File: src/rtl/pwm_bit_decoder.sv
// Pulse-width-coded serial receiver: measures high-pulse and low-gap widths with a
// timed Moore FSM and assembles N_BITS-wide words, MSB first.
module pwm_bit_decoder #(
  parameter int N_BITS    = 8,
  parameter int T_BIT_MIN = 10,
  parameter int T_THRESH  = 40,
  parameter int T_BIT_MAX = 100,
  parameter int T_GAP_MAX = 100
) (
  input  logic              clk,
  input  logic              reset,
  input  logic              din,
  output logic [N_BITS-1:0] data_out,
  output logic              data_valid,
  output logic              err,
  output logic              busy
);

  localparam int T_LIM = (T_BIT_MAX > T_GAP_MAX) ? T_BIT_MAX : T_GAP_MAX;
  localparam int TW    = $clog2(T_LIM + 2);
  localparam int BW    = $clog2(N_BITS + 1);

  localparam logic [TW-1:0] T_ONE   = TW'(1);
  localparam logic [TW-1:0] T_MIN_W = TW'(T_BIT_MIN);
  localparam logic [TW-1:0] T_THR_W = TW'(T_THRESH);
  localparam logic [TW-1:0] T_MAX_W = TW'(T_BIT_MAX);
  localparam logic [TW-1:0] T_GAP_W = TW'(T_GAP_MAX);
  localparam logic [BW-1:0] B_ONE   = BW'(1);
  localparam logic [BW-1:0] B_FULL  = BW'(N_BITS);

  typedef enum logic [2:0] {
    S_IDLE,
    S_HIGH,
    S_LOW,
    S_DONE,
    S_ERR,
    S_RECOVER
  } state_t;

  state_t            state_reg, state_next;
  logic [TW-1:0]     t_reg, t_next, t_inc;
  logic [BW-1:0]     bcnt_reg, bcnt_next, bcnt_inc;
  logic [N_BITS-1:0] shift_reg, shift_next, shift_in, data_next;
  logic              bit_val;

  // Timer saturates rather than wrapping, so a stuck line can never alias a legal width.
  assign t_inc    = (t_reg == '1) ? t_reg : t_reg + T_ONE;
  assign bit_val  = (t_reg >= T_THR_W);
  assign shift_in = (shift_reg << 1) | N_BITS'(bit_val);
  assign bcnt_inc = bcnt_reg + B_ONE;

  always_comb begin
    state_next = state_reg;
    t_next     = t_reg;
    bcnt_next  = bcnt_reg;
    shift_next = shift_reg;
    data_next  = data_out;

    unique case (state_reg)
      S_IDLE: begin
        if (din) begin
          state_next = S_HIGH;
          t_next     = T_ONE;
          bcnt_next  = '0;
          shift_next = '0;
        end
      end

      S_HIGH: begin
        if (din) begin
          if (t_reg == T_MAX_W) state_next = S_ERR;
          else                  t_next     = t_inc;
        end else if (t_reg < T_MIN_W) begin
          state_next = S_ERR;
        end else begin
          shift_next = shift_in;
          bcnt_next  = bcnt_inc;
          if (bcnt_inc == B_FULL) begin
            state_next = S_DONE;
            data_next  = shift_in;
          end else begin
            state_next = S_LOW;
            t_next     = T_ONE;
          end
        end
      end

      S_LOW: begin
        if (din) begin
          state_next = S_HIGH;
          t_next     = T_ONE;
        end else if (t_reg == T_GAP_W) begin
          state_next = S_ERR;
        end else begin
          t_next = t_inc;
        end
      end

      // A rising edge seen during DONE opens the next frame immediately.
      S_DONE: begin
        if (din) begin
          state_next = S_HIGH;
          t_next     = T_ONE;
          bcnt_next  = '0;
          shift_next = '0;
        end else begin
          state_next = S_IDLE;
        end
      end

      S_ERR: begin
        state_next = S_RECOVER;
        t_next     = T_ONE;
      end

      S_RECOVER: begin
        if (din)                  t_next     = T_ONE;
        else if (t_reg == T_GAP_W) state_next = S_IDLE;
        else                      t_next     = t_inc;
      end

      default: state_next = S_IDLE;
    endcase
  end

  // Strobes are registered from the next state so they line up exactly with state_reg.
  always_ff @(posedge clk or posedge reset) begin
    if (reset) begin
      state_reg  <= S_IDLE;
      t_reg      <= '0;
      bcnt_reg   <= '0;
      shift_reg  <= '0;
      data_out   <= '0;
      data_valid <= 1'b0;
      err        <= 1'b0;
      busy       <= 1'b0;
    end else begin
      state_reg  <= state_next;
      t_reg      <= t_next;
      bcnt_reg   <= bcnt_next;
      shift_reg  <= shift_next;
      data_out   <= data_next;
      data_valid <= (state_next == S_DONE);
      err        <= (state_next == S_ERR);
      busy       <= (state_next != S_IDLE);
    end
  end

endmodule

File: config.mk
export PLATFORM = sky130hd
export DESIGN_NAME = pwm_bit_decoder
export DESIGN_NICKNAME = d
export VERILOG_FILES = /design/src/rtl/pwm_bit_decoder.sv
export SDC_FILE = /design/constraint.sdc
export NUM_CORES = 1
export LEC_CHECK = 0
export ABC_AREA = 1
export BUFFER_PORTS_ARGS = -buffer_cell sky130_fd_sc_hd__buf_2
export CAP_MARGIN = 5
export CORE_MARGIN = 3
export CORE_UTILIZATION = 35
export DETAILED_ROUTE_END_ITERATION = 8
export MAX_ROUTING_LAYER = met4
export PLACE_DENSITY = 0.63
export SLEW_MARGIN = 40
export SYNTH_ARGS = -nofsm -noshare
export SYNTH_HDL_FRONTEND = slang
export SYNTH_SLANG_ARGS = --single-unit
File: constraint.sdc
create_clock -name clk -period 1.6 [get_ports clk]
set_input_delay 0.08 -clock clk [delete_from_list [all_inputs] [get_ports clk]]
set_output_delay 0.08 -clock clk [all_outputs]
set_load 0.05 [all_outputs]
==> After elaboration in Yosys (flattened, before gate mapping) <==
Index checks and enable logic that the tools add are counted.
{ "word_totals": {"ff_bits": 32, "latchBits": 0, "ram_bits": 0, "romBits": 0, "in_bits": 3, "output_inout_bits": 11, "n_memories": 0} }
{ "classes": {"addsub": 2, "multipliers": 0, "div_mod_pow": 0, "magnitude_cmp": 2, "n_eq_ne": 15, "n_shift": 0, "mux": 26, "n_bitwise": 3, "n_reduce_logical": 9} }
{ "ops": {"columns": ["cell", "n"], "rows": [
  ["two-way mux 7 bit", 10],
  ["case mux 7 bit (4 select lines)", 1],
  ["two-way mux 3 bit", 7],
  ["case mux 3 bit (6 select lines)", 1],
  ["== test 7 bit, second input constant", 2],
  ["case mux 7 bit (2 select lines)", 1],
  ["two-way mux 4 bit", 3],
  ["AND reduction 4 bit", 3],
  ["== test 3 x 2 -> 1 bit, second input constant", 3],
  ["== test 3 bit, second input constant", 3],
  ["bitwise OR 8 x 1 -> 8 bit", 1],
  ["case mux 4 bit (2 select lines)", 1],
  ["adder 7 x 1 -> 7 bit, second input constant", 1],
  ["greater-or-equal comparator 7 x 6 -> 1 bit, second input constant", 1],
  ["less-than comparator 7 x 4 -> 1 bit, second input constant", 1],
  ["!= test 3 bit, second input constant", 2],
  ["adder 4 x 1 -> 4 bit, second input constant", 1],
  ["== test 4 bit, second input constant", 1],
  ["!= test 2 bit, second input constant", 2],
  ["nonzero test 4 bit", 1],
  ["OR reduction 2 bit", 2],
  ["== test 3 x 1 -> 1 bit, second input constant", 1],
  ["logical NOT 3 bit", 1],
  ["nonzero test 3 bit", 1],
  ["other kinds (4)", 6]
]} }

==> Logic depth before layout (Yosys ltp) <==
{ "depth": {"ltp_word": 7, "depth_mapped": 12, "ltp_nobuf": 12} }

==> Worst setup path after synthesis <==
Ideal clock, no wire load.
{ "synth_timing": {"path_kind": "reg2reg", "startpoint": "reg bcnt_reg[0]", "endpoint": "reg t_reg[4]", "arrival_time_ns": 1.351, "path_slack_ns": 0.122, "stages_incl_launch_ff": 12, "path_buffers": 0, "period_less_slack_ns": 1.478, "path_cell_list": "dfrtp_1 ha_1 nand2_1 nand2_1 nor2_2 nand2_1 nand2_1 nand2_1 nand2_2 inv_2 nand2_1 o21ai_0"} }
{ "synth_between": {"elab_chain_len": 4} }
{ "synth_rtl": {"columns": ["item", "line", "source"], "rows": [
  ["from (decl)", "42", "logic [BW-1:0] bcnt_reg, bcnt_next, bcnt_inc;"],
  ["from (signal assigned)", "140", "bcnt_reg <= bcnt_next;"],
  ["adder 4 x 1 -> 4 bit", "50", "assign bcnt_inc = bcnt_reg + B_ONE;"],
  ["== test 4 bit", "78", "if (bcnt_inc == B_FULL) begin"],
  ["!= test 3 bit (no line)", null, null],
  ["AND reduction 4 bit (no line)", null, null],
  ["to (signal assigned)", "139", "t_reg <= t_next;"],
  ["to (decl)", "41", "logic [TW-1:0] t_reg, t_next, t_inc;"]
]} }
Every way passes these cells.
A chain may end at the register's enable or synchronous reset.

==> Final worst setup path <==
{ "layout_timing": {"startpoint": "reg t_reg[0]", "endpoint": "reg busy"} }
{ "layout_between": {"elab_chain_len": 5, "elab_cells_between_ends": 10, "classes_between": "order compare: 1; eq/ne: 1; mux: 7; reduce/logical: 1"} }
{ "layout_rtl": {"columns": ["item", "line", "source"], "rows": [
  ["less-than comparator 7 x 4 -> 1 bit / == test 7 bit (equally long branches)", null, null],
  ["two-way mux 3 bit, on equally long branches", null, null],
  ["two-way mux 3 bit, on equally long branches", "70, 117, 89", null],
  ["case mux 3 bit (6 select lines) *", "59", "unique case (state_reg)"],
  ["nonzero test 3 bit *", "145", "busy <= (state_next != S_IDLE);"],
  ["to (signal assigned)", "145", null],
  ["to (decl)", "16", "output logic busy"]
]} }
Mark *: on every way between the ends. The rest lies on a longest branch, timed or not.

==> impl_metrics.env <==
export IMPL_required_ns=1.78
export IMPL_power_total_mw=2.825
export IMPL_io_pins=14
export IMPL_critPathMaxFanout=7
export IMPL_leakagePower_nw=1.116
export IMPL_wl_met1_mm=1.798
export IMPL_postSynth_asyncResetShare_pct=100.0
export IMPL_synth_common_cells="nand2_1 (58), dfrtp_1 (32), inv_1 (30)"
export IMPL_largest_reg_flops=8
export IMPL_layout_drive_gt1_share_pct=31.25
export IMPL_first_iter_violations=105
export IMPL_vias=1546
export IMPL_crit_path_start_kind="flip-flop"
export IMPL_via_per_inst=4.786
export IMPL_drc=0
export IMPL_stdcell_area_sq_um=2253
export IMPL_dp_hpwl_mm=2.617
export IMPL_netlist_area_sq_um=1773
export IMPL_yosys_most_used_dff="dfrtp_1"
export IMPL_max_freq_mhz=657.9
export IMPL_yosysTopAreaCell="dfrtp_1"
export IMPL_clockBufferDepth=2
export IMPL_grtUsageTotal_pct=13.86
export IMPL_ys_ff_latch=32
export IMPL_start_util_pct=36.81
export IMPL_cts_root_buf="clkbuf_8"
export IMPL_synth_top_area_share_pct=45.17
export IMPL_synth_edf_count=0
export IMPL_synth_seq_area_share_pct=45.17
export IMPL_areaGrowthSynthToFinish_pct=27.10
export IMPL_hold_viol=0
export IMPL_nets=262
export IMPL_holdCritPathClass="in -> reg"
export IMPL_wl_mm=3.806
export IMPL_crit_chain="inv_2, ha_4, nand3_2, nor2_4, nand3_2, nand2_2, nand2_1, nor2_2, nand3b_1"
export IMPL_fin_crit_ns=1.520
export IMPL_antenna_left=0
export IMPL_cpMostUsedCell="nand3_2"
export IMPL_worstPathArrival_ns=1.70
export IMPL_avgSynthCellArea_sq_um=8.133
export IMPL_post_dp_cell_area_sq_um=2007
export IMPL_antenna_found_initial=0
export IMPL_fin_crit_sh_pct=95.00
export IMPL_port_buffers=13
export IMPL_path_class="reg -> reg"
export IMPL_synth_cell_types=28
export IMPL_skew_ns=0.007099
export IMPL_fp_coreArea_sq_um=4817
export IMPL_routedWlPerCell_um=11.78
export IMPL_critical_path_buf_inv_count=1
export IMPL_cts_htree_levels=2
export IMPL_regArea_sq_um=805.8
export IMPL_wl_met3_um=123
export IMPL_die_w_um=77.17
export IMPL_yosysWarnings=0
export IMPL_max_stage_delay_ns=0.45
export IMPL_max_slew_margin_pct=72.91
export IMPL_syn_inst=218
export IMPL_ys_top_cells_by_area="dfrtp_1 (45%), nand2_1 (12%), inv_1 (6.4%), nand3_1 (6.2%), o21ai_0 (3.7%)"
export IMPL_critPathCaptureType="flip-flop"
export IMPL_rows=25
export IMPL_cap_viol_max_count=0
export IMPL_maxSlewViolCount=0
export IMPL_grt_max_degree=33
export IMPL_route_met2_wl_mm=1.798
export IMPL_fill_cells=477
export IMPL_diodes=0
export IMPL_worst_path_max_delay_cell="dfrtp_2"
export IMPL_cts_sinks=32
export IMPL_status="finished, final reports clean"
export IMPL_peakVddDrop_mv=0.7059
export IMPL_tns_ns=0
export IMPL_synth_nets=225
export IMPL_multi_input_area_sq_um=883.3
export IMPL_cts_tree="done"
export IMPL_insertion_delay_ns=0.29
export IMPL_grt_pass1_vias=1407
export IMPL_tightest_slew_ns=0.4063
export IMPL_numCtsBuffers=5
export IMPL_fp_dieH_um=77.17
export IMPL_grt_pass1_wl_mm=6.361
export IMPL_grt_ovfl_total=0
export IMPL_setup_violations=0
export IMPL_path_clk_slew_ns=0.07
export IMPL_dieArea_sq_um=5955
export IMPL_yosysMostFrequentCell="nand2_1"
export IMPL_powerDensity_nw_per_um2=1254
export IMPL_crit_family="simple AND/OR/NAND/NOR gates"
export IMPL_gp_congestion=0.8508
export IMPL_top_layer="met4"
export IMPL_firstDrtPassIters=4
[area by class of cell]
| type | count | area share (%) |
|---|---|---|
| Tap cell | 67 | 3.720 |
| Sequential cell | 32 | 35.76 |
| Clock buffer | 5 | 3.054 |
| Timing Repair Buffer | 35 | 11.44 |
| Clock inverter | 3 | 1.055 |
| Inverter | 34 | 5.775 |
| Multi-Input combinational cell | 147 | 39.20 |
[metal layers]
metal	vias to the layer above	GRT usage, %
li1	783	-
met4	0	8.541
met1	730	16.78
met2	28	20.98
met3	5	3.052
met5	-	-
[power by group]
group	internal (mW)	total (mW)	switching (mW)
sequential	0.963	1.08	0.122
clock	0.308	0.651	0.344
combinational	0.426	1.09	0.664
total	1.70	2.83	1.13
[layout by cell type (no fill, tap or decap), types with 4 or more instances in the layout]
cell type / instances
inv_1: 27
o21ai_0: 11
nand3_1: 20
inv_2: 6
buf_2: 13
dfrtp_2: 4
nand2_2: 6
nor2_4: 5
nor2_1: 7
nand2_1: 52
nand4_1: 7
buf_4: 19
clkbuf_8: 5
dfrtp_1: 28
nor2_2: 4
o22ai_1: 7
o21ai_1: 6
[logic make-up (layout without fill, tap and decap cells)]
logic type,after synthesis,after routing,share of synthesized area [%]
buf+inv,39,77,9.739
compound gates,29,29,9.739
simple gates,111,111,30.98
mux,1,1,0.5646
fa+ha+maj,4,4,2.823
xor+xnor,2,2,0.9882
flops,32,32,45.17
[worst paths after layout]
check / from / endpoint / slack (ns) / cells after the start
max: t_reg[0]$_DFFE_PP0P_ / busy$_DFF_PP0_ / 0.08 / 9
min reg2reg: data_out[1]$_DFFE_PP0P_ / data_out[1]$_DFFE_PP0P_ / 0.48 / 2
max in group asynchronous: reset / state_reg[1]$_DFF_PP0_ / 0.86 / 4
min: din / err$_DFF_PP0_ / 0.26 / 2
min in group asynchronous: reset / data_out[3]$_DFFE_PP0P_ / 0.42 / 4
max reg2reg: t_reg[0]$_DFFE_PP0P_ / busy$_DFF_PP0_ / 0.08 / 9
[through the flow]
stage / cells / hold WS (ns) / setup slack [ns] / util, %
6_report: 323 / 0.2552 / 0.08001 / 46.78
5_1_grt: 323 / 0.2947 / -0.02122 / 46.78
4_1_cts: 316 / 0.2463 / 0.001422 / 43.79
3_5_place_dp: 307 / 0.1930 / -0.005759 / 41.66
3_3_place_gp: 307 / 0.1852 / -0.005996 / 41.66
2_1_floorplan: 218 / 0.1962 / 0.1221 / -
[what timing repair did]
action | 4_1_cts | 5_1_grt
hold endpoints to repair | 32 | 0
pin swaps | 1 | 11
setup buffers | 0 | 7
hold buffers | 1 | 0
resized for setup | 0 | 31
endpoints found under the setup margin | 1 | 11
No activity file was read; power rests on OpenSTA's default activity.
